$ cat config.mk
export PLATFORM = sky130hd
export DESIGN_NAME = rx_drop_stat_collector
export DESIGN_NICKNAME = d
export VERILOG_FILES = /design/src/rtl/rx_drop_stat_pkg.sv /design/src/rtl/rx_drop_stat_popcnt.sv /design/src/rtl/rx_drop_stat_collector.sv
export SDC_FILE = /design/constraint.sdc
export NUM_CORES = 1
export LEC_CHECK = 0
export CAP_MARGIN = 20
export CORE_MARGIN = 2
export CORE_UTILIZATION = 55
export DETAILED_ROUTE_END_ITERATION = 6
export GPL_TIMING_DRIVEN = 0
export PLACE_DENSITY = 0.81
export RECOVER_POWER = 25
export SLEW_MARGIN = 20
export SYNTH_ARGS = -nofsm -noshare
export SYNTH_HDL_FRONTEND = slang
export SYNTH_SLANG_ARGS = --single-unit
$ cat constraint.sdc
create_clock -name CLK -period 7.24 [get_ports CLK]
set_input_delay 1.448 -clock CLK [delete_from_list [all_inputs] [get_ports CLK]]
set_output_delay 1.448 -clock CLK [all_outputs]
set_load 0.05 [all_outputs]
$ cat src/rtl/rx_drop_stat_pkg.sv
// Shared types and helpers for the RX drop-statistics collector.
// The popcount helper is sized for the largest supported region count.
package rx_drop_stat_pkg;

    localparam int MAX_REGIONS = 32;
    localparam int INC_W       = $clog2(MAX_REGIONS + 1);

    typedef enum logic {
        IDLE = 1'b0,
        HOLD = 1'b1
    } rd_state_t;

    // Callers zero-extend narrower vectors and cast the result down to their own width.
    function automatic logic [INC_W-1:0] popcount(input logic [MAX_REGIONS-1:0] vec);
        logic [INC_W-1:0] cnt;
        cnt = '0;
        for (int i = 0; i < MAX_REGIONS; i++) begin
            cnt = cnt + INC_W'(vec[i]);
        end
        return cnt;
    endfunction

endpackage

$ cat src/rtl/rx_drop_stat_popcnt.sv
// Registered stage 1: counts the frames and the dropped frames carried by
// one event word.
module rx_drop_stat_popcnt
    import rx_drop_stat_pkg::*;
#(
    parameter int REGIONS = 4,
    parameter int IW      = $clog2(REGIONS + 1)
) (
    input  logic               clk,
    input  logic               rst_n,
    input  logic               ev_vld,
    input  logic [REGIONS-1:0] ev_eof,
    input  logic [REGIONS-1:0] ev_drop,
    output logic [IW-1:0]      f_inc,
    output logic [IW-1:0]      d_inc
);

    // A drop bit only counts where it accompanies an end-of-frame.
    always_ff @(posedge clk or negedge rst_n) begin
        if (!rst_n) begin
            f_inc <= '0;
            d_inc <= '0;
        end else if (ev_vld) begin
            f_inc <= IW'(popcount(MAX_REGIONS'(ev_eof)));
            d_inc <= IW'(popcount(MAX_REGIONS'(ev_eof & ev_drop)));
        end else begin
            f_inc <= '0;
            d_inc <= '0;
        end
    end

endmodule

$ cat src/rtl/rx_drop_stat_collector.sv
// Accumulates received/dropped frame counts from the RX MAC lite drop probe
// and hands out atomic snapshots through a valid/ack handshake.
module rx_drop_stat_collector
    import rx_drop_stat_pkg::*;
#(
    parameter int REGIONS     = 4,
    parameter int CNT_W       = 48,
    parameter bit CLR_ON_READ = 1'b0
) (
    input  logic               CLK,
    input  logic               RESET_N,
    input  logic               EV_VLD,
    input  logic [REGIONS-1:0] EV_EOF,
    input  logic [REGIONS-1:0] EV_DROP,
    input  logic               CLR,
    input  logic               RD_REQ,
    output logic               RD_BUSY,
    output logic               RD_VLD,
    input  logic               RD_ACK,
    output logic [CNT_W-1:0]   RD_FRAMES,
    output logic [CNT_W-1:0]   RD_DROPS,
    output logic [1:0]         RD_OVF
);

    localparam int IW = $clog2(REGIONS + 1);

    logic [IW-1:0]    f_inc;
    logic [IW-1:0]    d_inc;
    logic [CNT_W-1:0] frames;
    logic [CNT_W-1:0] drops;
    logic [1:0]       ovf;
    logic [CNT_W:0]   frames_sum;
    logic [CNT_W:0]   drops_sum;
    logic             rd_take;
    rd_state_t        state;
    rd_state_t        state_nxt;

    rx_drop_stat_popcnt #(
        .REGIONS (REGIONS),
        .IW      (IW)
    ) u_popcnt (
        .clk     (CLK),
        .rst_n   (RESET_N),
        .ev_vld  (EV_VLD),
        .ev_eof  (EV_EOF),
        .ev_drop (EV_DROP),
        .f_inc   (f_inc),
        .d_inc   (d_inc)
    );

    always_comb begin
        frames_sum = {1'b0, frames} + (CNT_W + 1)'(f_inc);
        drops_sum  = {1'b0, drops} + (CNT_W + 1)'(d_inc);
    end

    assign rd_take = (state == IDLE) && RD_REQ;

    // On clear-on-read the counters restart from this edge's increment so nothing is lost.
    always_ff @(posedge CLK or negedge RESET_N) begin
        if (!RESET_N) begin
            frames <= '0;
            drops  <= '0;
            ovf    <= '0;
        end else if (CLR) begin
            frames <= '0;
            drops  <= '0;
            ovf    <= '0;
        end else if (rd_take && CLR_ON_READ) begin
            frames <= CNT_W'(f_inc);
            drops  <= CNT_W'(d_inc);
            ovf    <= '0;
        end else begin
            frames <= frames_sum[CNT_W-1:0];
            drops  <= drops_sum[CNT_W-1:0];
            ovf    <= ovf | {drops_sum[CNT_W], frames_sum[CNT_W]};
        end
    end

    // Snapshot takes the pre-edge values and is frozen for the whole HOLD.
    always_ff @(posedge CLK or negedge RESET_N) begin
        if (!RESET_N) begin
            RD_FRAMES <= '0;
            RD_DROPS  <= '0;
            RD_OVF    <= '0;
        end else if (rd_take) begin
            RD_FRAMES <= frames;
            RD_DROPS  <= drops;
            RD_OVF    <= ovf;
        end
    end

    always_ff @(posedge CLK or negedge RESET_N) begin
        if (!RESET_N) begin
            state <= IDLE;
        end else begin
            state <= state_nxt;
        end
    end

    always_comb begin
        state_nxt = state;
        case (state)
            IDLE:    if (RD_REQ) state_nxt = HOLD;
            HOLD:    if (RD_ACK) state_nxt = IDLE;
            default: state_nxt = IDLE;
        endcase
    end

    always_comb begin
        RD_VLD  = (state == HOLD);
        RD_BUSY = (state == HOLD);
    end

endmodule

==> run summary <==
Outcome -> finished, violations left
Failing checks -> max-capacitance violations, max-slew violations
CTS tree -> done
Final slew viol count -> 49
Number of cells on the critical path -> 1
Worst setup margin -> 3820 ps
Post-synth top area cell -> dfrtp_1
Leak -> 4.99 nW
IO Port Bufs -> 112
Register-to-Register Path Depth -> 8
Unrepaired setup endpoints after global routing -> no
Die W -> 133 microns
Max Cap Violations -> 1
Syn_nets -> 840
Initial antenna violation count -> 0
Hold WS -> 481 ps
Critical Path Source -> RESET_N
Crit-path cells -> clkbuf_1
Final GP Congestion -> 0.845
Clock period minus worst slack -> 3420 ps
Fmax -> 0.292 GHz
Initial Utilization -> 55.8%
Vias in the first global route -> 6,851
Final hold viol count -> 0
Clk pin slew, worst setup/hold paths -> 60 ps
Slowest CP cell -> clkbuf_1
DP Worst Slack -> 3360 ps
TritonCTS Buffers -> 21
Worst Tran Pin Value -> 2780 ps
Post-synthesis area per instance -> 11.3 sq um
CP max FO -> 50
H-tree depth -> 1
Post-DRT Antenna Nets -> 0
Skew final -> 8.78 ps
Post-synth EDFFs -> 0
I/O Pins -> 114
Via Count -> 6,801
FF-to-FF Start -> drops[0]$_DFF_PN0_
Most common cell in the netlist -> dfrtp_1
Slowest stage delay, CP -> 1930 ps
# DRC -> 0
Root buffer cell -> clkbuf_16
Core Area -> 0.0164 sq mm
# rows -> 47
Area Growth Syn to Fin -> 23.3%
Worst path required time -> 7230 ps
Placed Instance Area -> 0.0106 sq mm
Distinct cells, synth -> 52
Synthesized area -> 0.00915 sq mm
Reg2reg end -> drops[42]$_DFF_PN0_
Register area share after synthesis -> 55.5%
Hold_buf cts -> 0
Worst vdd ir -> 0.200 mV
Critical Path End Type -> async pin
Clock sink count -> 203
Min-Delay Path Class -> reg2reg
Wire per inst -> 17.5 microns
Synth area leaders -> dfrtp_1 (55%), mux2_2 (10%), o21ai_0 (2.7%)
Final-stage net count -> 977
Drt total wl -> 20,700 microns
Most frequent cells after synthesis -> dfrtp_1 (203), mux2_2 (81), nor2_1 (62), o21ai_0 (49), nand2_1 (47)
R2r setup slk -> 4380 ps
Synth Flop Type -> dfrtp_1
Slew HR -> -85.0%
Postcts setup bufs -> 0
Top cell family by delay on the critical path -> buffers and inverters
Synth Instances -> 812
Synth Register Bits -> 203
Die area -> 0.0177 sq mm
Largest net degree at the start of global routing -> 94
Total GRT Usage -> 24.0%
Layout cells sized above 1 -> 15.0%
Crit path to -> RD_FRAMES[15]$_DFFE_PN0P_
Crit path buf inv count -> 1
Hpwl dp -> 14,200 microns
Setup-failing EPs final -> 0
Synth async-reset ratio -> 100%
Final instance area -> 0.0113 sq mm
1st-iter DRT viols -> 518
CTS resizes -> 0
Final core utilization -> 68.8%
First drt pass iteration count -> 5
Yosys warnings -> 0
Grt ovf -> 0
Area share of the largest cell type after synthesis -> 55.5%
Clk_lat worst skew -> 490 ps
Crit Path Class -> in2async
Fin crit share -> 47.2%
Crit start category -> primary input
PwrDens -> 214 mW/mm^2
Global-route wire length before repair -> 34,400 microns
Die height -> 133 microns
Critical path arrival -> 3410 ps
Vias/cell -> 5.75
Clk buf depth -> 3
ANT cells -> 0
[report_power, final]
part / total [mW] / switching (mW) / leakage, nW / internal, mW
Sequential: 1.16 / 0.00929 / 2.83 / 1.15
Combinational: 0.176 / 0.118 / 1.83 / 0.0579
Clock: 1.08 / 0.440 / 0.338 / 0.637
[area by class of cell]
class	instances	area, sq um
clock inverter	9	108
fill	1188	5120
timing repair buffer	114	1170
clock buffer	27	578
buffer	38	159
multi-input combinational	544	3810
sequential	203	5080
tap	220	275
inverter	27	101
[cells by family after synthesis]
kind of cell | after synthesis | share of synthesized area, %
compound gates | 117 | 7.19
fa+ha+maj | 14 | 2.24
buf+inv | 65 | 2.84
mux | 81 | 9.96
flops | 203 | 55.5
xor+xnor | 48 | 4.59
simple gates | 284 | 17.7
[flip-flops by register name, summed over array words and instances, names as in the netlist]
| name | count |
|---|---|
| RD_DROPS | 48 |
| RD_FRAMES | 48 |
| drops | 48 |
| frames | 48 |
| u_popcnt.d_inc | 3 |
| u_popcnt.f_inc | 3 |
| RD_OVF | 2 |
| ovf | 2 |
| RD_BUSY | 1 |
[placed cells by master, fill, tap and decap left out, drive strengths merged, types with 10 or more instances in the layout]
| cell type | Yosys | routed |
|---|---|---|
| dfrtp | 203 | 203 |
| clkdlybuf4s50 | 0 | 111 |
| mux2 | 81 | 81 |
| nor2 | 62 | 62 |
| clkbuf | 23 | 51 |
| o21ai | 49 | 49 |
| nand2 | 48 | 48 |
| a21oi | 47 | 47 |
| nand3 | 33 | 33 |
| inv | 27 | 28 |
| nand4 | 28 | 28 |
| xnor2 | 26 | 26 |
| or3 | 25 | 25 |
| xor2 | 22 | 22 |
| nor3 | 18 | 18 |
| buf | 15 | 17 |
| and2 | 14 | 14 |
| and3 | 13 | 13 |
| nor4 | 11 | 11 |
| ha | 10 | 10 |
[stage by stage]
step / cells / power [mW] / setup TNS (ps)
final: 1182 / 2.41 / 0
after CTS: 1182 / 2.43 / 0
after detailed placement: 1146 / 1.36 / 0
after global placement: 1144 / 1.35 / -716920
after global routing: 1182 / 2.49 / 0
after floorplan: 812 / 1.28 / 0
[metal layers]
metal	part of all wire [%]	GRT usage, %
met5	0	0
met4	3.1	8.90
met3	5.1	4.10
met2	48	39.1
met1	44	32.5
[worst min-delay path by stage]
| stage | startpoint | to | slack (ps) | cells after the start |
|---|---|---|---|---|
| after floorplan | ovf[1]$_DFF_PN0_ | ovf[1]$_DFF_PN0_ | 460 | 2 |
| after global placement | RD_FRAMES[1]$_DFFE_PN0P_ | RD_FRAMES[1]$_DFFE_PN0P_ | 460 | 2 |
| after detailed placement | RD_FRAMES[26]$_DFFE_PN0P_ | RD_FRAMES[26]$_DFFE_PN0P_ | 480 | 2 |
| after CTS | RD_FRAMES[26]$_DFFE_PN0P_ | RD_FRAMES[26]$_DFFE_PN0P_ | 490 | 2 |
| after global routing | RD_FRAMES[3]$_DFFE_PN0P_ | RD_FRAMES[3]$_DFFE_PN0P_ | 510 | 1 |
| final | RD_FRAMES[26]$_DFFE_PN0P_ | RD_FRAMES[26]$_DFFE_PN0P_ | 480 | 2 |
Power figures use the tool's default switching activity.
